`src/rtl/vscale_tohost_mailbox_pkg.sv`:
```
// Shared mailbox constants: default tohost/fromhost word addresses and the test verdict encoding.
// The verdict follows the riscv-tests convention: 1 means pass, and any other value carries a fail code in bits [31:1].
`ifndef HTIF_PCR_WIDTH
`define HTIF_PCR_WIDTH 64
`endif

package vscale_tohost_mailbox_pkg;

    localparam logic [31:0] TOHOST_ADDR_DFLT   = 32'h0000_1000;
    localparam logic [31:0] FROMHOST_ADDR_DFLT = 32'h0000_1004;
    localparam logic [31:0] VERDICT_PASS       = 32'd1;

    typedef struct packed {
        logic        pass;
        logic [30:0] code;
    } verdict_t;

    function automatic verdict_t encode_verdict(input logic [31:0] value);
        verdict_t v;
        v.pass = (value == VERDICT_PASS);
        v.code = v.pass ? 31'd0 : value[31:1];
        return v;
    endfunction

endpackage

```
`src/rtl/vscale_sync_fifo.sv`:
```
// Synchronous FIFO with a count register and wrap-around pointers, no bypass path.
// Latency: a pushed entry is visible at the head one cycle after the push.
// Backpressure: a push while full is ignored unless a pop happens in the same cycle.
module vscale_sync_fifo #(
    parameter int WIDTH = 32,
    parameter int DEPTH = 4
) (
    input  logic             clk,
    input  logic             reset,
    input  logic             push,
    input  logic [WIDTH-1:0] push_data,
    input  logic             pop,
    output logic [WIDTH-1:0] pop_data,
    output logic             full,
    output logic             empty
);

    localparam int AW = (DEPTH > 1) ? $clog2(DEPTH) : 1;
    localparam logic [AW:0] FULL_CNT = (AW+1)'(DEPTH);

    logic [WIDTH-1:0] mem [DEPTH];
    logic [AW-1:0]    wr_ptr;
    logic [AW-1:0]    rd_ptr;
    logic [AW:0]      count;
    logic             do_push;
    logic             do_pop;

    assign full     = (count == FULL_CNT);
    assign empty    = (count == '0);
    assign do_pop   = pop & ~empty;
    // A pop in the same cycle frees the slot, so a full queue still accepts the push.
    assign do_push  = push & (~full | do_pop);
    assign pop_data = mem[rd_ptr];

    always_ff @(posedge clk) begin
        if (reset) begin
            wr_ptr <= '0;
            rd_ptr <= '0;
            count  <= '0;
        end else begin
            if (do_push)
                wr_ptr <= wr_ptr + AW'(1);
            if (do_pop)
                rd_ptr <= rd_ptr + AW'(1);
            case ({do_push, do_pop})
                2'b10:   count <= count + (AW+1)'(1);
                2'b01:   count <= count - (AW+1)'(1);
                default: count <= count;
            endcase
        end
    end

    always_ff @(posedge clk) begin
        if (do_push)
            mem[wr_ptr] <= push_data;
    end

endmodule

```
`src/rtl/vscale_tohost_mailbox.sv`:
```
// Decodes core stores and loads on tohost/fromhost, queues nonzero tohost writes as an HTIF PCR response stream, and latches the first verdict.
// Latency: a store at cycle N is at the queue head and in the verdict outputs at N+1; load data is registered and returned at N+1.
// Backpressure: valid/ready on the response stream; a push into a full queue with no pop is dropped and sets overflow.
`ifndef HTIF_PCR_WIDTH
`define HTIF_PCR_WIDTH 64
`endif

module vscale_tohost_mailbox
    import vscale_tohost_mailbox_pkg::*;
#(
    parameter logic [31:0] TOHOST_ADDR   = TOHOST_ADDR_DFLT,
    parameter logic [31:0] FROMHOST_ADDR = FROMHOST_ADDR_DFLT,
    parameter int          FIFO_DEPTH    = 4
) (
    input  logic                       clk,
    input  logic                       reset,
    input  logic                       dmem_write,
    input  logic                       dmem_read,
    input  logic [31:0]                dmem_addr,
    input  logic [31:0]                dmem_wdata,
    output logic [31:0]                dmem_rdata,
    output logic                       dmem_rdata_hit,
    input  logic                       fromhost_valid,
    input  logic [31:0]                fromhost_data,
    output logic                       htif_pcr_resp_valid,
    input  logic                       htif_pcr_resp_ready,
    output logic [`HTIF_PCR_WIDTH-1:0] htif_pcr_resp_data,
    output logic                       overflow,
    output logic                       test_done,
    output logic                       test_pass,
    output logic [30:0]                test_code,
    output logic [63:0]                done_cycles
);

    logic        tohost_hit;
    logic        fromhost_hit;
    logic        tohost_wr;
    logic        fromhost_wr;
    logic        push_vld;
    logic        pop_vld;
    logic        fifo_full;
    logic        fifo_empty;
    logic [31:0] head_dat;
    logic [31:0] tohost_q;
    logic [31:0] fromhost_q;
    logic [63:0] cycle_cnt;
    verdict_t    verdict;

    assign tohost_hit   = (dmem_addr == TOHOST_ADDR);
    assign fromhost_hit = (dmem_addr == FROMHOST_ADDR);
    assign tohost_wr    = dmem_write & tohost_hit;
    assign fromhost_wr  = dmem_write & fromhost_hit;
    assign push_vld     = tohost_wr & (dmem_wdata != 32'd0);
    assign verdict      = encode_verdict(dmem_wdata);

    assign htif_pcr_resp_valid = ~fifo_empty;
    assign pop_vld             = htif_pcr_resp_valid & htif_pcr_resp_ready;
    // Storage is not reset, so the data bus is forced to zero while nothing is queued.
    assign htif_pcr_resp_data  = fifo_empty ? '0 : `HTIF_PCR_WIDTH'(head_dat);

    vscale_sync_fifo #(
        .WIDTH (32),
        .DEPTH (FIFO_DEPTH)
    ) u_tohost_fifo (
        .clk       (clk),
        .reset     (reset),
        .push      (push_vld),
        .push_data (dmem_wdata),
        .pop       (pop_vld),
        .pop_data  (head_dat),
        .full      (fifo_full),
        .empty     (fifo_empty)
    );

    always_ff @(posedge clk) begin
        if (reset) begin
            cycle_cnt      <= '0;
            tohost_q       <= '0;
            fromhost_q     <= '0;
            dmem_rdata     <= '0;
            dmem_rdata_hit <= 1'b0;
            overflow       <= 1'b0;
            test_done      <= 1'b0;
            test_pass      <= 1'b0;
            test_code      <= '0;
            done_cycles    <= '0;
        end else begin
            cycle_cnt <= cycle_cnt + 64'd1;

            if (tohost_wr)
                tohost_q <= dmem_wdata;
            // The host write wins over a core clear-to-acknowledge in the same cycle.
            if (fromhost_valid)
                fromhost_q <= fromhost_data;
            else if (fromhost_wr)
                fromhost_q <= dmem_wdata;

            dmem_rdata_hit <= dmem_read & (tohost_hit | fromhost_hit);
            if (dmem_read & tohost_hit)
                dmem_rdata <= tohost_q;
            else if (dmem_read & fromhost_hit)
                dmem_rdata <= fromhost_q;
            else
                dmem_rdata <= '0;

            if (push_vld & fifo_full & ~pop_vld)
                overflow <= 1'b1;

            // The verdict is taken even when the queue drops the write.
            if (push_vld & ~test_done) begin
                test_done   <= 1'b1;
                test_pass   <= verdict.pass;
                test_code   <= verdict.code;
                done_cycles <= cycle_cnt;
            end
        end
    end

endmodule
```
`config.mk`:
```
export PLATFORM = sky130hd
export DESIGN_NAME = vscale_tohost_mailbox
export DESIGN_NICKNAME = d
export VERILOG_FILES = /design/src/rtl/vscale_tohost_mailbox_pkg.sv /design/src/rtl/vscale_sync_fifo.sv /design/src/rtl/vscale_tohost_mailbox.sv
export SDC_FILE = /design/constraint.sdc
export NUM_CORES = 1
export LEC_CHECK = 0
export ABC_AREA = 1
export BUFFER_PORTS_ARGS = -buffer_cell sky130_fd_sc_hd__buf_4
export CORE_MARGIN = 8
export CORE_UTILIZATION = 40
export DETAILED_ROUTE_END_ITERATION = 8
export MAX_ROUTING_LAYER = met4
export PLACE_DENSITY_LB_ADDON = 0.25
export SLEW_MARGIN = 25
export SYNTH_ARGS = -nofsm -noshare
export SYNTH_HDL_FRONTEND = slang
export SYNTH_SLANG_ARGS = --single-unit
```
`constraint.sdc`:
```
create_clock -name clk -period 6.2 [get_ports clk]
set_clock_uncertainty 0.1 [all_clocks]
set_input_delay 0.62 -clock clk [delete_from_list [all_inputs] [get_ports clk]]
set_output_delay 0.62 -clock clk [all_outputs]
set_load 0.02 [all_outputs]
```
==> results_dict.tcl, run 1 <==
set metrics [dict create \
    final-setup-viol-count 0 \
    area_delta_synth_final_pct 21.5 \
    vias_per_cell 5.14 \
    yosysTopAreaCell "dfxtp_1" \
    synthTopCellsByArea "dfxtp_1, edfxtp_1, nor2_1" \
    nets 2582 \
    clock-root-buffer "clkbuf_16" \
    synth-seq-area-share_pct 52.6 \
    critPathTopFamily "buffers and inverters" \
    hold_viol 0 \
    clock.fmax_ghz 0.283 \
    crit_path_max_fanout 65 \
    place.gp.congestion 0.956 \
    slew_violations 0 \
    final.setup.tns_ns 0 \
    overflow 0 \
    crit_buf_inv 3 \
    synth_edf_count 128 \
    synth_most_common_cell "nor2_1" \
    syn_area_um2 17500 \
    drt_pass1_iterations 6 \
    drt_iter0_drc 1327 \
    synth_common_cells "nor2_1, nand2_1, dfxtp_1, a21oi_1, inv_1" \
    max_stage_delay_ns 0.81 \
    status "finished clean" \
    synthDominantCellAreaShare_pct 30.6 \
    antenna_found_initial 4 \
    place_ws_ns 2.66 \
    drtAntennaViolNets 0 \
    hp-class "primary input to flop" \
    endpoint_kind "primary output" \
    synth-main-ff-cell "dfxtp_1" \
    drc 0 \
    n_fill_cell 4249 \
    crit_type "flop to primary output" \
    reg2reg_setup_slack_ns 3.60 \
    clockBufferDepth 3 \
    post_drt_wl_per_cell_um 18.2 \
    core-area_um2 43200 \
    cp_cell_sequence "buf_4, inv_2, o21ai_0, a21oi_1, buf_4" \
    cts_setup_buffers 0 \
    vias 15900 \
    tightest_slew_ns 1.01 \
    cts-hold-fix-buffers 0 \
    dp_hpwl_mm 39.2 \
    crit_path_frequent_cell "buf_4" \
    cts_resized 0 \
    grt_pass1_wl_mm 86.6 \
    worstPathArrival_ns 2.82 \
    fin_crit_ns 3.54 \
    ioPinCount 298 \
    fin_crit_sh_pct 57.1 \
    final_core_util_pct 49.3 \
    cap_violations 0 \
    max-vdd-ir-drop_uv 164 \
    cts-htree-levels 2 \
    grt_pass1_vias 15300 \
    slowest_stage "inv_2" \
    async_flop_share_pct 0 \
    clkLatencyLatePin_ns 0.56 \
    rsz0062_at_grt "false" \
    grt_start_max_net_pins 100 \
    synth_seq_cells 396 \
    synth_cell_type_count 30 \
    yosys_warnings 0 \
    required_ns 5.48 \
    die-area_um2 50700 \
    cts_inserted_buffers 44 \
    leakagePower_nw 8.20 \
    portBuffers 265 \
    start_util_pct 40.6 \
    cts_tree "built" \
    rows 76 \
    setup_ws_ns 2.66 \
    powerDensity_nw_per_um2 259 \
    avgSynthCellArea_um2 7.74 \
    dieHeight_um 225 \
    wl_mm 56.4 \
    clkTransAtPathRegs_ns 0.06 \
    critPathLaunchType "flop" \
    die_x_um 225 \
    drive_gt1_share_pct 16.3 \
    slew_headroom_pct 32.4 \
    clkSinkCount 396 \
    grtUsageTotal_pct 22.0 \
    syn_inst 2264 \
]
## layout make-up
class | count | area [um2] | area share [%]
clock buffers | 61 | 1220 | 5.76
clock inverters | 16 | 195 | 0.917
diodes | 4 | 10.0 | 0.0470
inverters | 187 | 706 | 3.32
multi-input cells | 1559 | 7000 | 32.9
flip-flops and latches | 396 | 9210 | 43.3
well taps | 585 | 732 | 3.44
repair buffers | 285 | 2200 | 10.3
## placed cells by master (no fill, tap or decap), drive strengths merged
cell type,n
edfxtp,128
xor2,5
ha,6
a21oi,185
bufinv,4
dfxtp,268
conb,32
diode,4
nand3,82
nor3,42
and2,2
nand2,426
nor2,490
clkinvlp,1
clkinv,11
o21ai,161
nand3b,1
fa,1
nand4,125
or2,1
buf,285
clkbuf,61
inv,187
## report_power, final
| part | switching [mW] | total, mW | leakage, nW | internal, mW |
|---|---|---|---|---|
| sequential | 0.00741 | 2.70 | 3.31 | 2.69 |
| combinational | 0.141 | 0.215 | 4.19 | 0.0743 |
| clock | 1.05 | 2.59 | 0.697 | 1.54 |
## path summary, 6_finish.rpt
path / start / to / depth (start not counted)
setup / recovery: flop / htif_pcr_resp_data[0] / 5
setup reg to reg: u_tohost_fifo.count[1]$_SDFFE_PP0P_ / u_tohost_fifo.count[2]$_SDFFE_PP0P_ / 12
hold / removal: dmem_wdata[5] / u_tohost_fifo.mem[0][5]$_DFFE_PP_ / 1
hold reg to reg: tohost_q[29]$_SDFFE_PP0P_ / dmem_rdata[29]$_SDFF_PP0_ / 2
## worst reg2reg max path, delay by kind of cell, from the launching register on
kind / cells / cell delay, ns
compound gates: 4 / 0.48
fa+ha+maj: 2 / 0.58
buf+inv: 3 / 0.39
flops: 1 / 0.36
simple gates: 3 / 0.55
## sequential cells by signal (all words and copies together), names as in the netlist, 3 cells and up, named ones only
name                 count
u_tohost_fifo.mem      128
cycle_cnt               64
done_cycles             64
dmem_rdata              32
fromhost_q              32
tohost_q                32
test_code               31
u_tohost_fifo.count      3
## stage by stage
stage	hold WS [ns]	std cells	cell area, um2	power (mW)
4_1_cts	0.142	3088	21200	5.55
3_3_place_gp	0.349	3009	19800	2.96
2_1_floorplan	0.336	2295	17600	2.88
6_report	0.174	3093	21300	5.50
3_5_place_dp	0.353	3011	19800	2.96
5_1_grt	0.151	3093	21300	5.68
## kinds of logic (layout without fill, tap and decap cells)
kind of cell	Yosys count	in the layout	synth area share, %
and+or+nand+nor	1169	1169	28.3
DFF	396	396	52.6
AOI/OAI and AO/OA	346	346	9.89
buffers and inverters	340	549	8.42
adders and majority gates	7	7	0.543
xor gates and xnor gates	5	5	0.250
other	1	36	0.0214
## layer usage
| metal | part of all wire, % | track usage [%] | wire, um |
|---|---|---|---|
| met1 | 43 | 27.9 | 24100 |
| met2 | 47 | 35.4 | 26800 |
| met3 | 6.6 | 3.16 | 3700 |
| met4 | 3.3 | 8.47 | 1890 |
| met5 | 0 | - | 0 |
Note: power is estimated with default switching activity, not from simulation.
==> inputs of run 2 (changes only) <==
- clock period: 6.2 -> 3.4 ns (I/O delays scaled with it)
==> results_dict.tcl, run 2 (synthesized netlist as in run 1, its figures left out) <==
set metrics [dict create \
    status "finished clean" \
    final_common_cell "nor2_1" \
    clkSinkCount 396 \
    fin_hold_ws_ns 0.0391 \
    grt_start_max_net_pins 100 \
    n_fill_cell 4237 \
    place.gp.congestion 0.913 \
    cts_inserted_buffers 44 \
    drt_iter0_drc 1414 \
    leakagePower_nw 8.42 \
    largest_reg_flops 128 \
    slowest_stage "buf_4" \
    max-vdd-ir-drop_uv 308 \
    die_x_um 225 \
    portBuffers 265 \
    dieHeight_um 225 \
    cts-htree-levels 2 \
    post_drt_wl_per_cell_um 18.3 \
    clock-root-buffer "clkbuf_16" \
    largestRegisters "u_tohost_fifo.mem x128, cycle_cnt x64, done_cycles x64" \
    fin_crit_sh_pct 87.3 \
    dpl_cell_area_um2 19900 \
    cap_violations 0 \
    fin_crit_ns 2.97 \
    critPathLaunchType "primary input" \
    setup_ws_ns 0.433 \
    grt.met2_usage_pct 36.2 \
    overflow 0 \
    cts_tree "built" \
    slew_headroom_pct 39.2 \
    use_met3_pct 3.38 \
    nets 2622 \
    grtUsageTotal_pct 22.4 \
    crit_buf_inv 4 \
    wl_mm 57.4 \
    clkTransAtPathRegs_ns 0.06 \
    hold_viol 0 \
    ioPinCount 298 \
    required_ns 3.81 \
    powerDensity_nw_per_um2 473 \
    multi_input_area_um2 7000 \
    dp_hpwl_mm 39.4 \
    place_ws_ns 0.260 \
    use_met1_pct 28.5 \
    final.setup.tns_ns 0 \
    core-area_um2 43200 \
    drtAntennaViolNets 0 \
    layout.cells.non_filler 3135 \
    tightest_slew_ns 0.911 \
    seqCellArea_um2 9210 \
    final-setup-viol-count 0 \
    most-common-layout-cells "nor2_1, nand2_1, buf_4" \
    cts_setup_buffers 0 \
    max_stage_delay_ns 0.74 \
    endpoint_kind "flop" \
    final_core_util_pct 50.3 \
    hp-class "primary input to flop" \
    rsz0062_at_grt "false" \
    antenna_found_initial 1 \
    crit_path_frequent_cell "nor2_1" \
    cp_cell_sequence "dlygate4sd3_1, buf_4, inv_2, nand2_1, nor2_1, nand2_1, nor2_1, nand2_4, nand3_2, nor2_4, buf_4, nor2_1, nor2_1" \
    clockBufferDepth 3 \
    total_power_mw 10.3 \
    drt_pass1_iterations 5 \
    clock.fmax_ghz 0.337 \
    critPathTopFamily "buffers and inverters" \
    crit_path_max_fanout 62 \
    vias_per_cell 5.12 \
    grt_pass1_vias 15300 \
    start_util_pct 40.6 \
    largest-register "u_tohost_fifo.mem" \
    crit_type "primary input to flop" \
    rows 76 \
    drc 0 \
    fin_area_um2 21700 \
    top_usage_layer "met2" \
    area_delta_synth_final_pct 24.0 \
    slew_violations 0 \
    drive_gt1_share_pct 16.5 \
    grt_pass1_wl_mm 87.8 \
    worstPathArrival_ns 3.37 \
    die-area_um2 50700 \
    place_inst 3019 \
    clkLatencyLatePin_ns 0.58 \
    vias 16100 \
]
-- run 2: where the power goes --
group          leakage (nW)  switching (mW)  internal, mW
combinational          4.36           0.268         0.165
clock                 0.743            2.01          2.91
sequential             3.31          0.0139          4.90
-- run 2: worst paths after layout --
kind / start / to / slack, ns / cells after the start
max: dmem_wdata[15] / test_code[2]$_SDFFE_PP0P_ / 0.43 / 13
min: fromhost_data[18] / fromhost_q[18]$_SDFFE_PP0P_ / 0.04 / 5
max reg2reg: cycle_cnt[0]$_SDFF_PP0_ / cycle_cnt[38]$_SDFF_PP0_ / 0.97 / 10
min reg2reg: tohost_q[18]$_SDFFE_PP0P_ / dmem_rdata[18]$_SDFF_PP0_ / 0.36 / 2
-- run 2: repair_timing --
action / CTS / global route
hold buffers: 33 / 0
resized for setup: 0 / 0
endpoints found under the hold margin: 157 / 0
-- run 2: layer usage --
metal,vias up,wire (um)
li1,7864,-
met1,7548,24900
met2,550,27200
met3,102,3460
met4,0,1840
met5,-,0
-- run 2: cell type report --
cell class	count	area share [%]
inverters	187	3.25
flip-flops and latches	396	42.4
clock buffers	55	5.54
diodes	1	0.0115
well taps	585	3.37
clock inverters	27	1.34
repair buffers	325	11.9
multi-input cells	1559	32.2
-- run 2: worst register-to-register path, stage by stage, from the launching register on --
cell,delay [ns]
dfxtp_1,0.41
ha_1,0.22
nand2_1,0.10
nor2_1,0.16
inv_2,0.09
nor2_2,0.29
nand2_1,0.25
nor2_1,0.30
nand3_1,0.18
o21ai_0,0.18
nor2_1,0.05
